--- config.mk ---
export PLATFORM = sky130hd
export DESIGN_NAME = adc_sample_avg
export DESIGN_NICKNAME = d
export VERILOG_FILES = /design/src/rtl/adc_sample_avg.sv
export SDC_FILE = /design/constraint.sdc
export NUM_CORES = 1
export LEC_CHECK = 0
export CORE_ASPECT_RATIO = 0.75
export CORE_MARGIN = 4
export CORE_UTILIZATION = 38
export CTS_CLUSTER_DIAMETER = 200
export DETAILED_ROUTE_END_ITERATION = 8
export GPL_TIMING_DRIVEN = 1
export MAX_ROUTING_LAYER = met4
export PLACE_DENSITY = 0.71
export SYNTH_ARGS = -nofsm -noshare
export SYNTH_HDL_FRONTEND = slang
export SYNTH_SLANG_ARGS = --single-unit
--- constraint.sdc ---
create_clock -name clk_in -period 2.5 [get_ports clk_in]
set_input_delay 0.75 -clock clk_in [delete_from_list [all_inputs] [get_ports clk_in]]
set_output_delay 0.75 -clock clk_in [all_outputs]
set_load 0.02 [all_outputs]
--- src/rtl/adc_sample_avg.sv ---
// rtl/adc_sample_avg.sv - boxcar average of 2^LOG2_N ADC samples onto a valid/ready output
// Optional round-half-up with top-code saturation when ADC_AVG_ROUND_EN is defined.
module adc_sample_avg #(
  parameter int DATA_W    = 16,
  parameter int LOG2_N    = 2,
  parameter int SIGNED_IN = 0
) (
  input  logic              clk_in,
  input  logic              rst,
  input  logic              enable,
  input  logic [DATA_W-1:0] s_data,
  input  logic              s_valid,
  output logic [DATA_W-1:0] m_data,
  output logic              m_valid,
  input  logic              m_ready,
  output logic [7:0]        drop_cnt,
  input  logic              ovf_clr,
  output logic              busy
);

  localparam int ACC_W = DATA_W + LOG2_N;
  localparam int CNT_W = (LOG2_N == 0) ? 1 : LOG2_N;
  localparam logic [CNT_W-1:0] CNT_LAST = CNT_W'((1 << LOG2_N) - 1);
  localparam logic [0:0] S_EMPTY = 1'b0;
  localparam logic [0:0] S_FULL  = 1'b1;

  logic [ACC_W-1:0]  r_acc;
  logic [CNT_W-1:0]  r_cnt;
  logic              r_busy;
  logic [0:0]        r_state;
  logic [DATA_W-1:0] r_m_data;
  logic [7:0]        r_drop_cnt;

  logic [ACC_W-1:0]  w_ext;
  logic [ACC_W-1:0]  w_sum;
  logic              w_term;
  logic              w_res_vld;
  logic              w_drop;
  logic [DATA_W-1:0] w_result;
  logic [ACC_W-1:0]  w_acc_nxt;
  logic [CNT_W-1:0]  w_cnt_nxt;

  always_comb begin
    w_ext = ACC_W'(s_data);
    if (SIGNED_IN != 0) begin
      w_ext = ACC_W'($signed(s_data));
    end
  end

  assign w_sum     = r_acc + w_ext;
  assign w_term    = (LOG2_N == 0) || (r_cnt == CNT_LAST);
  assign w_res_vld = enable && s_valid && w_term;
  assign w_drop    = (r_state == S_FULL) && !m_ready && w_res_vld;

`ifdef ADC_AVG_ROUND_EN
  // One guard bit above the accumulator keeps the half-LSB addition from wrapping.
  localparam int RND_SH = (LOG2_N > 0) ? LOG2_N - 1 : 0;
  localparam logic [ACC_W:0] RND = (LOG2_N == 0) ? '0 : ((ACC_W+1)'(1) << RND_SH);

  logic [ACC_W:0] w_sum_g;
  logic [ACC_W:0] w_shift;

  always_comb begin
    w_sum_g  = {((SIGNED_IN != 0) ? w_sum[ACC_W-1] : 1'b0), w_sum} + RND;
    w_shift  = w_sum_g >> LOG2_N;
    w_result = w_shift[DATA_W-1:0];
    if (SIGNED_IN != 0) begin
      w_shift  = $signed(w_sum_g) >>> LOG2_N;
      w_result = w_shift[DATA_W-1:0];
      if (!w_shift[ACC_W] && (|w_shift[ACC_W-1:DATA_W-1])) begin
        w_result = {1'b0, {(DATA_W-1){1'b1}}};
      end
    end else if (|w_shift[ACC_W:DATA_W]) begin
      w_result = '1;
    end
  end
`else
  always_comb begin
    w_result = DATA_W'(w_sum >> LOG2_N);
    if (SIGNED_IN != 0) begin
      w_result = DATA_W'($signed(w_sum) >>> LOG2_N);
    end
  end
`endif

  // Disable flushes the partial window; a terminal sample restarts it.
  always_comb begin
    w_acc_nxt = r_acc;
    w_cnt_nxt = r_cnt;
    if (!enable) begin
      w_acc_nxt = '0;
      w_cnt_nxt = '0;
    end else if (s_valid) begin
      if (w_term) begin
        w_acc_nxt = '0;
        w_cnt_nxt = '0;
      end else begin
        w_acc_nxt = w_sum;
        w_cnt_nxt = r_cnt + 1'b1;
      end
    end
  end

  always_ff @(posedge clk_in) begin
    if (rst) begin
      r_acc      <= '0;
      r_cnt      <= '0;
      r_busy     <= 1'b0;
      r_state    <= S_EMPTY;
      r_m_data   <= '0;
      r_drop_cnt <= 8'd0;
    end else begin
      r_acc  <= w_acc_nxt;
      r_cnt  <= w_cnt_nxt;
      r_busy <= |w_cnt_nxt;
      case (r_state)
        S_EMPTY: begin
          if (w_res_vld) begin
            r_m_data <= w_result;
            r_state  <= S_FULL;
          end
        end
        default: begin
          if (m_ready) begin
            if (w_res_vld) begin
              r_m_data <= w_result;
            end else begin
              r_state <= S_EMPTY;
            end
          end
        end
      endcase
      if (ovf_clr) begin
        r_drop_cnt <= {7'd0, w_drop};
      end else if (w_drop && (r_drop_cnt != 8'hFF)) begin
        r_drop_cnt <= r_drop_cnt + 8'd1;
      end
    end
  end

  assign m_data   = r_m_data;
  assign m_valid  = (r_state == S_FULL);
  assign drop_cnt = r_drop_cnt;
  assign busy     = r_busy;

endmodule

==> metrics.txt, run 1 <==
HPWL after detailed placement=~5500 um; Setup Viol. Count Final=2; post-synthesis area per instance=8.294 um^2; P_leak=0.001623 uW; highest clock rate=between 300 and 400 MHz; first-iteration detailed-routing DRC count=161; worst slew pin tran=around 0.4 ns; Max-slew headroom=a little over 70%; Max Root-Sink Buffers=2; WS Path Type=in2reg; layout cells sized above 1=30.33%; WP data arrival=2.73 ns; post-route setup TNS=-0.03249 ns; WL/cell=15.61 um; DRT Wirelength=7854 um; Placement Setup Slack=-0.5165 ns; TritonCTS clock tree=built; commonest non-fill, non-tap cell in the layout=buf_4; startpoint types=input port; Non-Filler Instances=503; Area contributors post-synth=dfxtp_1 35%, ha_1 8.5%, nand2_1 6.4%; Net Sw Frac=27.56%; CP Max Fanout=7; most frequent cells in the layout=63 x buf_4, 46 x dfxtp_1, 44 x nand2_1; clk root buf=clkbuf_8; Clk pin slew, worst setup/hold paths=0.09 ns; Synth area leader=dfxtp_1; post-synthesis sequential area ratio=between 30% and 40%; core area=~6500 um^2; Placement Cell Area=3576 um^2; final-report hold violation count=0; design area=4068 um^2; number of port buffers=47; die width=104.2 um; DIE AREA=roughly 8400 um^2; combinational share of power=23.7%; initial antenna violation count=0; # rows=25; CP required=~2.7 ns; flops & latches, synth=46; DR vias/cell=5.471; area grow syn2layout=54.22%; Ports=48; max-slew violation count=0; Main synth FF type=dfxtp_1; worst vdd ir=0.3362 mV; TritonCTS buffer count=5; GRT overflow=0; number of synthesized flops with an enable pin=0; clock power share=32.5%; power share of the sequential group=43.8%; routability congestion estimate from global placement=approximately 0.93; crit share post-route=100.8%; synth warn=0; hold buffer count at cts=0; switching power=around 480 uW; Internal=1255 uW; Yosys cell types=55; vias in the first global route=2672; Hold Path Class=reg2reg; Starting Density=40.54%; Fill cells=557; critical path capture point type=register; Max Cap Violations=0; Pre-Repair DR Iteration Count=4; chip height=80.15 um; pwr/cell area=426.1 nW/um^2; Netlist Area Pre-Place=2638 um^2; ANT cells=0; Final min period=roughly 2.5 ns; Cells after DPL=just under 500; Clock Latency Late Sink=0.31 ns; Mapped Nets=359; status=finished, violations left; # DRC=0; first-pass GRT wire length=roughly 13000 um; final setup margin=-0.02006 ns; nets=~460; overall routing resource usage=19.16%; top cell type's share of synthesized area=34.91%; ANT nets after route=0; CTS H-tree depth=2; largest net degree at the start of global routing=25; clock sinks=46; Util after Layout=62.52%; Layout Skew=0.01271 ns; Post-Synthesis Cells=318; FFs w/ async S/R, synth=0%; failing checks=negative setup slack; vias=about 2800
## cell type report
cell class	count	area, um^2	area share (%)
Timing Repair Buffer	113	988.4	24.30
Sequential cell	46	920.9	22.64
Clock inverter	2	37.54	0.9228
Inverter	8	30.03	0.7382
Tap cell	81	101.3	2.492
Multi-Input combinational cell	247	1917	47.12
Clock buffer	6	72.57	1.784
## routing by layer
metal	up-vias	routed length, um	GRT usage (%)
met5	-	0	-
met4	0	176	6.773
met3	23	395	4.016
met2	94	3517	30.16
met1	1280	3764	24.61
li1	1355	-	-
## path summary, 6_finish.rpt
check | cells past startpoint | end | from | slack (ns)
worst max-delay path | 8 | r_acc[16] | s_data[11] | -0.02
worst min-delay path | 2 | m_data[3] | m_data[3] | 0.46
worst max register to register | 10 | m_data[10] | r_acc[0] | 0.19
worst min register to register | 2 | m_data[3] | m_data[3] | 0.46
## cell families (layout without fill, tap and decap cells)
family	after synthesis	count (layout)	synth area share (%)
AOI/OAI and AO/OA	89	89	22.30
xor gates and xnor gates	18	18	5.977
adders and majority gates	19	19	9.298
buffers and inverters	25	129	4.317
DFF	46	46	34.91
muxes	5	5	1.898
and+or+nand+nor	116	116	21.30
## power by group through the flow
| stage | clock [uW] | combinational [uW] | sequential [uW] |
|---|---|---|---|
| after floorplan | 0 | 188 | 770 |
| after global placement | 0 | 333 | 771 |
| after detailed placement | 0 | 338 | 771 |
| after CTS | 572 | 364 | 757 |
| after global routing | 607 | 443 | 761 |
| final | 564 | 410 | 759 |
## metrics by stage
stage / total power, uW / hold WS, ns
after floorplan: 957.3 / 0.4291
after global placement: 1104 / 0.4404
after detailed placement: 1109 / 0.4454
after CTS: 1694 / 0.4605
after global routing: 1811 / 0.4747
final: 1733 / 0.4596
## synthesized netlist by cell type (2+ instances only)
library cell and n:
and3_4 2, clkbuf_1 10, a22oi_1 8, a41oi_1 2, o21ai_0 10, nor4b_1 3, inv_1 8, a31oi_1 2
o21ai_2 2, o32ai_1 3, buf_6 2, a21o_1 2, buf_2 4, nor2b_1 4, or3_1 2, nand2_1 45
nand2b_1 4, xor2_1 6, nor2_1 27, a211oi_1 2, nor3_1 4, and3_1 4, dfxtp_1 46, ha_1 18
a21oi_1 32, xnor2_1 12, mux2i_1 5, o21ai_1 6, nand4_1 7, o211ai_1 2, or4_1 2, nand3_1 7
o31a_1 3
## flip-flops by register name, summed over array words and instances (netlist names)
name and flops:
r_acc 18, m_data 16, drop_cnt 8, r_cnt 2, busy 1, m_valid 1
## critical path, stage by stage
cell             delay, ns
clkdlybuf4s50_1       0.41
ha_2                  0.42
nand4_1               0.18
buf_4                 0.18
o31a_1                0.31
buf_4                 0.14
buf_4                 0.12
a41o_1                0.22
## repair_timing
action | in CTS | in global routing
buffers inserted | 4 | 6
gates cloned | 0 | 0
pin swaps | 21 | 22
gates resized for setup | 28 | 40
endpoints found under the setup margin | 16 | 14
No activity file was read; power rests on OpenSTA's default activity.
==> inputs of run 2 (changes only) <==
--- a/config.mk
+++ b/config.mk
@@ -10,9 +10,10 @@
 export CORE_UTILIZATION = 38
 export CTS_CLUSTER_DIAMETER = 200
 export DETAILED_ROUTE_END_ITERATION = 8
+export DONT_BUFFER_PORTS = 1
 export GPL_TIMING_DRIVEN = 1
 export MAX_ROUTING_LAYER = met4
-export PLACE_DENSITY = 0.71
+export PLACE_DENSITY = 0.62
 export SYNTH_ARGS = -nofsm -noshare
 export SYNTH_HDL_FRONTEND = slang
 export SYNTH_SLANG_ARGS = --single-unit
==> run 2 against run 1 <==
Highest routed layer unchanged. The run now ends clean. Critical path type unchanged. Sequential cell count stayed put. Non-clock buffer count fell by 86. Critical path depth shrank 1.
==> metrics.txt, run 2 (synthesis results as in run 1) <==
initial antenna violation count=0; Internal=1058 uW; Cells after DPL=409; crit share post-route=88.64%; Placement Cell Area=between 2000 and 3000 um^2; P_leak=0.001164 uW; DRT Wirelength=6696 um; DR vias/cell=5.556; ANT cells=0; Fill cells=between 600 and 700; Final min period=about 2.2 ns; clk root buf=clkbuf_8; ANT nets after route=0; first-iteration detailed-routing DRC count=126; chip height=about 80 um; post-CTS setup buffer count=0; pwr/cell area=501.4 nW/um^2; max-slew violation count=0; WL/cell=16.06 um; CP required=2.70 ns; hold buffer count at cts=0; first-pass GRT wire length=roughly 11000 um; combinational share of power=17.1%; Starting Density=40.54%; WP data arrival=2.41 ns; HPWL after detailed placement=between 5000 and 6000 um; most frequent cells in the layout=46 x dfxtp_1, 45 x nand2_1, 32 x a21oi_1; status=completed; max FFs per register=18; Max-slew headroom=a little over half; RSZ-0062 raised after global routing=false; Net Sw Frac=28.93%; worst vdd ir=~0.25 mV; R2R depth=9; CTS H-tree depth=2; Hold Path Class=reg2reg; critical path capture point type=register; vias=2317; Reg with most FFs=r_acc; Layout Skew=between 0.009 and 0.01 ns; die width=104.2 um; GRT overflow=0; clock power share=32.2%; Max Root-Sink Buffers=2; Setup Viol. Count Final=0; TritonCTS clock tree=built; Max Cap Violations=0; CP Max Fanout=5; startpoint types=input port; layout cells sized above 1=14.29%; largest net degree at the start of global routing=24; Pre-Repair DR Iteration Count=4; Util after Layout=45.62%; final-report hold violation count=0; design area=2968 um^2; routability congestion estimate from global placement=0.9029; number of port buffers=0; Clk pin slew, worst setup/hold paths=0.08 ns; Clock Latency Late Sink=0.31 ns; core area=6506 um^2; highest clock rate=about 450 MHz; switching power=430.5 uW; Non-Filler Instances=417; nets=376; overall routing resource usage=between 10% and 20%; power share of the sequential group=50.8%; # rows=25; vias in the first global route=between 2000 and 2500; hold depth=2; commonest non-fill, non-tap cell in the layout=dfxtp_1; Ports=48; # DRC=0; area grow syn2layout=12.52%; DIE AREA=8352 um^2; worst slew pin tran=just under 0.7 ns; clock sinks=between 40 and 50; post_cts resized=0; WS Path Type=in2reg; TritonCTS buffer count=5
## run 2: cell types whose count changed in the layout (fill, tap and decap cells not counted), sizes merged
cell,previous run,this run
buf,66,27
bufinv,1,0
clkbuf,8,5
clkdlybuf4s50,34,0
clkinvlp,1,2
dlygate4sd2,4,0
dlymetal6s2s,7,0
inv,8,9
## run 2: worst max-delay path, stage by stage
cell and delay [ns]:
ha_1 0.29, a211oi_1 0.31, o21ai_2 0.15, a21oi_1 0.25, o21bai_1 0.16, nor4b_1 0.17
a311o_1 0.33
## run 2: metal layers
layer	global-route usage (%)	vias to the layer above	routed length [um]
met5	-	-	0
met2	24.45	74	2770
met1	24.74	1055	3453
li1	-	1181	-
met3	3.855	7	381
met4	5.976	0	91
## run 2: final cells by class
cell class	instances	area, um^2	share of cell area (%)
clock buffer	5	68.82	2.319
clock inverter	3	23.77	0.8010
inverter	8	30.03	1.012
multi-input combinational	247	1620	54.60
sequential	46	920.9	31.03
tap	81	101.3	3.415
timing repair buffer	27	202.7	6.830
## run 2: final timing paths
path,start,endpoint,slack [ns]
setup / recovery,s_data[1],m_data[11],0.28
hold / removal,r_acc[13],r_acc[13],0.46
setup reg to reg,r_acc[0],m_data[14],0.37
hold reg to reg,r_acc[13],r_acc[13],0.46
## run 2: power groups by stage
| stage | clock network, uW | registers, uW | logic [uW] |
|---|---|---|---|
| after floorplan | 0 | 770 | 188 |
| after global placement | 0 | 772 | 248 |
| after detailed placement | 0 | 772 | 252 |
| after CTS | 497 | 755 | 253 |
| after global routing | 535 | 757 | 283 |
| final | 479 | 755 | 254 |
## run 2: through the flow
stage	setup slack [ns]	hold WS (ns)	total power [uW]	setup TNS [ns]
final	0.2839	0.4599	1488	0
after global routing	0.1641	0.4715	1575	0
after CTS	0.2794	0.4659	1505	0
after detailed placement	-0.02765	0.4536	1024	-0.08780
after global placement	-0.05558	0.4458	1020	-0.09218
after floorplan	0.004949	0.4291	957.3	0
